--- config.mk ---
export PLATFORM = sky130hd
export DESIGN_NAME = weight_mem_ctrl
export DESIGN_NICKNAME = d
export VERILOG_FILES = /design/src/rtl/weight_mem_ctrl.sv
export SDC_FILE = /design/constraint.sdc
export NUM_CORES = 2
export LEC_CHECK = 0
export CAP_MARGIN = 0
export CELL_PAD_IN_SITES_DETAIL_PLACEMENT = 1
export CELL_PAD_IN_SITES_GLOBAL_PLACEMENT = 1
export CORE_MARGIN = 8
export CORE_UTILIZATION = 60
export CTS_CLUSTER_DIAMETER = 150
export DETAILED_ROUTE_END_ITERATION = 6
export DONT_BUFFER_PORTS = 1
export PLACE_DENSITY_LB_ADDON = 0.05
export RECOVER_POWER = 50
export SYNTH_ARGS = -nofsm -noshare
export SYNTH_HDL_FRONTEND = slang
export SYNTH_SLANG_ARGS = --single-unit
--- constraint.sdc ---
create_clock -name clk -period 12.6 [get_ports clk]
set_clock_uncertainty 0.1 [all_clocks]
set_input_delay 2.52 -clock clk [delete_from_list [all_inputs] [get_ports clk]]
set_output_delay 2.52 -clock clk [all_outputs]
set_load 0.05 [all_outputs]
--- src/rtl/weight_mem_ctrl.sv ---
// -----------------------------------------------------------------------------
// weight_mem_ctrl
//
// Parametrised weight memory sitting between the weight loader and the MAC
// array's weight fetch stage. Holds DATA_DEPTH weights of DATA_WIDTH bits,
// written through a simple strobe port and read through a valid/ready request
// and response pipeline of READ_LATENCY stages with backpressure. The memory
// zeroes itself after reset and on a clr_start pulse (in-flight reads are
// drained first).
//
// Optional feature: define WEIGHT_MEM_PARITY_EN to store one even-parity bit
// per entry and flag mismatches on rd_parity_err. Without it, rd_parity_err
// is tied low.
//
// Ports:
//   clk, rst_n            clock, asynchronous active-low reset
//   clr_start             pulse: zero the whole memory (honoured in RUN only)
//   busy                  high while draining or clearing
//   wr_en/wr_addr/wr_data write port, no handshake, RUN only
//   rd_addr/_valid/_ready read request channel
//   rd_data/_valid/_ready read response channel
//   rd_parity_err         parity mismatch, qualified by rd_data_valid
// -----------------------------------------------------------------------------
module weight_mem_ctrl #(
  parameter int DATA_WIDTH   = 8,
  parameter int DATA_DEPTH   = 256,
  parameter int ADDR_WIDTH   = $clog2(DATA_DEPTH),
  parameter int READ_LATENCY = 2
) (
  input  logic                  clk,
  input  logic                  rst_n,
  input  logic                  clr_start,
  output logic                  busy,
  input  logic                  wr_en,
  input  logic [ADDR_WIDTH-1:0] wr_addr,
  input  logic [DATA_WIDTH-1:0] wr_data,
  input  logic [ADDR_WIDTH-1:0] rd_addr,
  input  logic                  rd_addr_valid,
  output logic                  rd_addr_ready,
  output logic [DATA_WIDTH-1:0] rd_data,
  output logic                  rd_data_valid,
  input  logic                  rd_data_ready,
  output logic                  rd_parity_err
);

  typedef enum logic [1:0] {
    CLEAR = 2'd0,
    RUN   = 2'd1,
    DRAIN = 2'd2
  } state_e;

  // Depth widened by one bit so a depth that is not a power of two still
  // compares correctly against a full-range address.
  localparam logic [ADDR_WIDTH:0]   DEPTH_EXT = (ADDR_WIDTH + 1)'(DATA_DEPTH);
  localparam logic [ADDR_WIDTH-1:0] LAST_ADDR = ADDR_WIDTH'(DATA_DEPTH - 1);

  state_e                  state_q, state_d;
  logic [ADDR_WIDTH-1:0]   sweep_q, sweep_d;

  logic                    advance;
  logic                    accept;
  logic                    any_valid;
  logic                    clr_we;

  logic                    wr_in_range;
  logic                    rd_in_range;
  logic                    mem_we;
  logic [ADDR_WIDTH-1:0]   mem_waddr;
  logic [DATA_WIDTH-1:0]   mem_wdata;
  logic [DATA_WIDTH-1:0]   rd_word;
  logic                    rd_err;

  logic [DATA_WIDTH-1:0]   mem_q [DATA_DEPTH];

  logic [READ_LATENCY-1:0] vld_q;
  logic [READ_LATENCY-1:0] err_q;
  logic [DATA_WIDTH-1:0]   dat_q [READ_LATENCY];

  // ---------------------------------------------------------------------------
  // Control FSM
  // ---------------------------------------------------------------------------
  // NOTE: sequential state uses non-blocking assignments so every register
  // samples pre-edge values regardless of process ordering.
  always_ff @(posedge clk or negedge rst_n) begin
    if (!rst_n) begin
      state_q <= CLEAR;
      sweep_q <= '0;
    end else begin
      state_q <= state_d;
      sweep_q <= sweep_d;
    end
  end

  // NOTE: every output of this block gets a default first, so no path leaves
  // a signal unassigned and no latch is inferred.
  always_comb begin
    state_d       = state_q;
    sweep_d       = '0;
    busy          = 1'b1;
    rd_addr_ready = 1'b0;
    clr_we        = 1'b0;
    case (state_q)
      CLEAR: begin
        clr_we  = 1'b1;
        sweep_d = sweep_q + 1'b1;
        if (sweep_q == LAST_ADDR) begin
          state_d = RUN;
          sweep_d = '0;
        end
      end
      RUN: begin
        busy          = 1'b0;
        rd_addr_ready = advance;
        if (clr_start) state_d = DRAIN;
      end
      DRAIN: begin
        // No new requests enter, so once every stage is empty it stays empty.
        if (!any_valid) state_d = CLEAR;
      end
      default: state_d = CLEAR;
    endcase
  end

  // ---------------------------------------------------------------------------
  // Storage
  // ---------------------------------------------------------------------------
  assign wr_in_range = ({1'b0, wr_addr} < DEPTH_EXT);
  assign rd_in_range = ({1'b0, rd_addr} < DEPTH_EXT);

  // The clear sweep owns the write port while in CLEAR; user writes only land
  // in RUN and only for addresses that exist.
  assign mem_we    = clr_we || ((state_q == RUN) && wr_en && wr_in_range);
  assign mem_waddr = clr_we ? sweep_q : wr_addr;
  assign mem_wdata = clr_we ? '0 : wr_data;

  // NOTE: the array has no reset; the CLEAR sweep after every reset zeroes it,
  // which keeps it mappable onto plain RAM.
  always_ff @(posedge clk) begin
    if (mem_we) mem_q[mem_waddr] <= mem_wdata;
  end

  // Combinational read at the accept edge sees the pre-write contents, so a
  // same-cycle write to the same address returns the old word.
  assign rd_word = rd_in_range ? mem_q[rd_addr] : '0;

`ifdef WEIGHT_MEM_PARITY_EN
  // Even parity: stored bit equals XOR of the data, so a cleared entry is 0.
  logic par_q [DATA_DEPTH];

  always_ff @(posedge clk) begin
    if (mem_we) par_q[mem_waddr] <= ^mem_wdata;
  end

  assign rd_err = rd_in_range && (par_q[rd_addr] != (^mem_q[rd_addr]));
`else
  assign rd_err = 1'b0;
`endif

  // ---------------------------------------------------------------------------
  // Read pipeline: one global advance, every stage holds while the output
  // stage is valid and not consumed.
  // ---------------------------------------------------------------------------
  assign advance   = !(vld_q[READ_LATENCY-1] && !rd_data_ready);
  assign accept    = rd_addr_valid && rd_addr_ready;
  assign any_valid = |vld_q;

  always_ff @(posedge clk or negedge rst_n) begin
    if (!rst_n) begin
      vld_q <= '0;
      err_q <= '0;
      for (int i = 0; i < READ_LATENCY; i++) dat_q[i] <= '0;
    end else if (advance) begin
      vld_q[0] <= accept;
      dat_q[0] <= rd_word;
      err_q[0] <= rd_err;
      for (int i = 1; i < READ_LATENCY; i++) begin
        vld_q[i] <= vld_q[i-1];
        dat_q[i] <= dat_q[i-1];
        err_q[i] <= err_q[i-1];
      end
    end
  end

  assign rd_data_valid = vld_q[READ_LATENCY-1];
  assign rd_data       = dat_q[READ_LATENCY-1];
  assign rd_parity_err = err_q[READ_LATENCY-1];

endmodule

======== After elaboration in Yosys (flattened, before gate mapping) ========
Memories as Yosys holds them, arrays and structs flattened. A register that Yosys moved wholly into a read port is not among the register bits.
Index checks and enable logic that the tools add are counted.
word-level totals
  bits in registers ....................... 20
  latch bits .............................. 0
  bits in writable memories ............... 2048
  memory bits (read-only) ................. 0
  bits of input ports ..................... 30
  output and inout bits ................... 12
  logic and storage cells ................. 36
  memories ................................ 1
cells by class
  $add $sub $neg .......................... 1
  $mul .................................... 0
  divide/modulo/power cells ............... 0
  $lt $le $gt $ge ......................... 0
  equal/unequal tests ..................... 6
  shift-type cells ........................ 0
  multiplexer cells ....................... 13
  bitwise operators ....................... 0
  reductions and logical operators ........ 11
memory list
  name   depth  bits a word  rd ports  clocked after memory_dff  write ports  line  source
  mem_q  256    8            1         1                         1            73    logic [DATA_WIDTH-1:0] mem_q [DATA_DEPTH];
operators by type and width
  kind                 count
  $mux 8               4
  $add 8x1->8 const B  1
  $eq 8x8->1 const B   1
  $mux 2               3
  $ne 2x2->1 const B   3
  $pmux 2 s3           1
  $mux 1               5
  $logic_not 1->1      4
  $logic_and 1x1->1    3
  $reduce_and 3->1     1
  $eq 2x1->1 const B   1
  $eq 2x2->1 const B   1
  $logic_not 2->1      1
  $reduce_or 2->1      1
  $logic_or 1x1->1     1

======== Longest topological paths before layout ========
  word-level depth ........................ 5
  gate-level depth with buffers ........... 12
  mapped depth without buffers ............ 7

======== Least setup slack after synthesis ========
No wires, ideal clock.
  kind .................................... in2reg
  start point ............................. input port wr_data[0]
  end point ............................... memory mem_q[0][0], data pin
  setup time .............................. 869 ps
  arrival ................................. 5764 ps
  data required time ...................... 11631 ps
  setup slack ............................. 5867 ps
  cell stages on the path ................. 1
  path buffers ............................ 0
  path through ............................ and2_1
on the way
  word-level cells in the longest chain between the ends .. 1
ends and longest elaborated chain
  what             line  source
  start, declared  36    input logic [DATA_WIDTH-1:0] wr_data,
  $mux 8           134   assign mem_wdata = clr_we ? '0 : wr_data;
  end, declared    73
No other way between the ends.

======== Worst setup path after layout ========
  start point ............................. register state_q[0]
  end point ............................... memory mem_q[149][1], data pin
on the way
  word-level cells in the longest chain between the ends .. 3
ends and longest elaborated chain
  what                    line  source
  start, declared         57    state_e state_q, state_d;
  start signal, assigned  89    state_q <= state_d;
  $logic_not 2->1         102   case (state_q)
  $mux 1                  102
  $mux 8                  134
  net mem_wdata[1]        69    logic [DATA_WIDTH-1:0] mem_wdata;
The timed path passes the listed nets, and every way through them passes these cells.

==> implementation parameters <==
Parameter                              Value

Run status
  Status ... complete, but fails checks
  Failing checks ... capacitance limit, slew limit

Logic synthesis
  Compound-Gate Fraction of Synth Area ... under 10%
  Number of distinct library cells after synthesis ... 53
  Top flip-flop cell by instance count after synthesis ... sky130_fd_sc_hd__edfxtp_1
  Number of enable flip-flop cells after synthesis ... approximately 2.0k
  Synthesized Nets ... 4277
  Adder-Cell Fraction of Synth Area ... 0.0154%
  Cell area after technology mapping ... 81000 um^2
  Synth Area in XOR/XNOR ... less than 1%
  Largest family of logic cells by synthesized area ... multiplexers
  Total of warnings raised by yosys ... 0
  Async set or reset register ratio after synthesis ... about 1.3%
  Synth Area per Inst ... 19.1 um^2
  Post-Synthesis Cells ... approximately 4.2k
  Synth Register Bits ... 2076
  Post-Synth Simple-Gate Area ... between 3 and 4%
  Mux contribution to synthesized area ... roughly 14%
  Sequential fraction of the synthesis area ... ~77%

Floorplanning
  Number of top-level pins ... between 40 and 50
  Row Count ... about 140
  DIE WIDTH ... 383 um
  Die ar. ... ~150000 um^2
  Die Y-Extent ... 383 um
  Std-Cell Core Area ... 135000 um^2
  Initial Util ... around 60%

Clock network
  Clock transition at the registers of the reported paths ... around 0.060 ns
  TritonCTS clock tree ... yes
  Post-CTS repair timing setup buffer count ... 0
  Number of CTS-inserted buffers ... ~200
  Cells resized by post-CTS repair ... 0
  Clock latency reported for the late side of the worst-skew pair ... roughly 0.82 ns
  Root Buffer ... sky130_fd_sc_hd__clkbuf_16
  Number of hold-repair buffers added at the cts stage ... 0
  Clock buffer depth ... 3
  Clock Sinks ... ~2.1k
  Depth of the CTS H-tree ... 4

Final layout
  Net count of the finished layout ... around 4.3k
  Commonest non-fill, non-tap cells in the layout ... sky130_fd_sc_hd__edfxtp_1 (2048), sky130_fd_sc_hd__mux2i_1 (504), sky130_fd_sc_hd__nor2_1 (289)
  Most common cell after layout, fill and taps aside ... sky130_fd_sc_hd__edfxtp_1
  Post-Route Utilization ... about 66%
  Layout overhead on the synthesized area ... 9.64%
  Share of post-route cells with drive strength above 1 ... 14.1%

Setup path
  Slowest stage cell, crit path ... sky130_fd_sc_hd__and2_0
  Critical Path RT ... about 13 ns
  Startpoint class of the critical path ... register
  Slowest Stage Delay on Critical Path ... ~4.3 ns
  Critical path's top delay family ... simple AND/OR/NAND/NOR gates
  Critical path cell sequence ... or2_0, and2_0, buf_4
  Worst EP arrival ... 8.77 ns
  Kind of critical path ... reg2reg
  RR Endpoint ... mem_q[149][1]
  Setup slack of the most critical reg-to-reg path ... 4.17 ns
  Worst reg2reg path depth ... 3
  Critical path endpoint category ... register
  Crit path buffers/inverters ... 1
  Biggest fanout along the worst timing path ... 94
  Launch instance of the worst register-to-register path ... state_q[0]

Drt
  Post-detailed-route DRC marker count ... 0
  DRC marker count from the first detailed-route iteration ... around 4.7k
  Antenna-violating nets left ... 0
  Routed wl met2 ... 104000 um
  Number of optimization iterations in the first detailed-route pass ... 5
  Met1 WL ... approximately 85000 um
  Routed wire length ... between 200000 and 250000 um
  Wire length per cell after detailed routing ... approximately 35 um
  Number of vias per cell ... 6.76
  Via total after detailed routing ... 41.9k
  Met3 Routed Length ... about 18000 um
  Top layer reached by signal wires ... met5

Timing
  Final slew viol count ... 1185
  Worst slew margin relative to its limit ... -286%
  Top achievable clock speed ... between 100 and 150 MHz
  Final setup violation count ... 0
  Number of hold violations in the final report ... 0
  Shortest clock period the worst path allows after layout ... between 8 and 9 ns
  RSZ-0062 raised after global routing ... false
  Pin slew with the least headroom to its limit ... 5.79 ns
  Fin crit share ... 66.9%
  Total negative setup slack ... 0 ns

GRT
  Largest net degree at the start of global routing ... between 700 and 800
  GRT Util Overall ... about 29%
  Initial antenna violation count ... 12
  Total congestion overflow ... 0
  Global-route wire length before repair ... around 310000 um
  Number of global-route vias before repair ... 43.1k

Min path
  Hold-critical path depth ... 1
  Launch instance of the worst min-delay path ... dat_q[8]
  Hold-critical path endpoint ... dat_q[8]
  Hold WC Path Type ... reg2reg

Flow run
  Maximum Capacitance Violations ... 15

Power and ir drop
  Pwr Total ... approximately 14000 uW
  Peak ir drop on the vdd network ... 138 uV
  PD cells ... around 150 nW/um^2
  Leakage power of the design ... approximately 0.028 uW

Placement
  I/O Buffers ... 0
  Final HPWL DP ... ~130000 um
  Routability Congestion ... between 0.8 and 0.9
-- final cells by class --
cell class                 instances  area (um^2)
inverter                           5         18.8
sequential                      2076        62200
multi-input combinational       1898        17600
clock inverter                   127         1020
fill                           10888        46000
timing repair buffer              55          417
tap                             1781         2230
antenna                            6         15.0
clock buffer                     242         5350
-- cells by family after synthesis --
family | after synthesis
muxes | 776
buffers and inverters | 272
xor gates and xnor gates | 6
AOI/OAI and AO/OA | 464
other | 1
DFF | 2076
adders and majority gates | 1
and+or+nand+nor | 650
-- worst register-to-register path, delay by kind of cell, from the launching register on --
| kind | cells | cell delay [ns] |
|---|---|---|
| flops | 1 | 0.41 |
| buf+inv | 1 | 1.45 |
| simple gates | 2 | 6.02 |
-- sequential cells by signal, summed over array words and instances (netlist names) --
register and cells:
vld_q 2, dat_q 8, mem_q 2048, state_q 2, sweep_q 8, rd_data 8
-- routing by layer --
layer / global-route usage [%] / vias to the layer above
met5: 0 / -
met4: 9.77 / 6
met3: 5.42 / 352
met2: 46.8 / 1907
met1: 40.7 / 22328
li1: - / 17271
-- cells in the mapped netlist (8+ instances only) --
library cell                count  area share (%)
sky130_fd_sc_hd__a2111oi_0      8           0.087
sky130_fd_sc_hd__a211oi_1      16            0.15
sky130_fd_sc_hd__a21oi_1       10           0.062
sky130_fd_sc_hd__a221o_1       18            0.22
sky130_fd_sc_hd__a221oi_1      30            0.32
sky130_fd_sc_hd__a22o_1        42            0.45
sky130_fd_sc_hd__a22oi_1      204             1.9
sky130_fd_sc_hd__a31oi_1       21            0.16
sky130_fd_sc_hd__and2_1        22            0.17
sky130_fd_sc_hd__buf_1         30            0.14
sky130_fd_sc_hd__buf_2         86            0.53
sky130_fd_sc_hd__buf_4         34            0.32
sky130_fd_sc_hd__clkbuf_1     112            0.52
sky130_fd_sc_hd__dfrtp_1       28            0.87
sky130_fd_sc_hd__edfxtp_1    2048              76
sky130_fd_sc_hd__mux2_2         8            0.11
sky130_fd_sc_hd__mux2i_1      504             6.2
sky130_fd_sc_hd__mux4_2       264             7.3
sky130_fd_sc_hd__nand2_1      151            0.70
sky130_fd_sc_hd__nand3_1       91            0.56
sky130_fd_sc_hd__nand3b_1      19            0.18
sky130_fd_sc_hd__nand4_1       16            0.12
sky130_fd_sc_hd__nor2_1       290             1.3
sky130_fd_sc_hd__nor3_1        18            0.11
sky130_fd_sc_hd__nor4_1         9           0.070
sky130_fd_sc_hd__o211ai_1      23            0.21
sky130_fd_sc_hd__o21ai_0       38            0.23
sky130_fd_sc_hd__o22ai_1       23            0.18
sky130_fd_sc_hd__o32ai_1        9           0.097
-- how the worst max path moves through the flow --
| stage | from | endpoint | slack, ns | cells past startpoint |
|---|---|---|---|---|
| after floorplan | wr_data[0] | mem_q[0][0] | 5.87 | 1 |
| after global routing | state_q[0] | mem_q[149][1] | 3.86 | 3 |
| after global placement | rd_addr[0] | dat_q[8] | 6.64 | 8 |
| after CTS | rd_data_ready | rd_addr_ready | 6.76 | 4 |
| final | state_q[0] | mem_q[149][1] | 4.17 | 3 |
| after detailed placement | rd_addr[0] | dat_q[8] | 6.48 | 8 |
-- power breakdown --
part	switching [uW]	total [uW]	leakage, uW	internal, uW
registers	37.6	7510	0.0184	7480
logic	182	355	0.00663	173
clock network	2520	5880	0.00317	3350
-- per-stage QoR --
| stage | hold WS [ns] | cells | setup slack [ns] | area (um^2) |
|---|---|---|---|---|
| CTS | 0.447 | 6184 | 6.76 | 88800 |
| global route | 0.451 | 6186 | 3.86 | 88800 |
| global placement | 0.404 | 5815 | 6.64 | 82500 |
| finish | 0.446 | 6190 | 4.17 | 88800 |
| detailed placement | 0.437 | 5815 | 6.48 | 82500 |
| floorplan | 0.340 | 4246 | 5.87 | 81000 |
(Power assumes the default switching activity.)
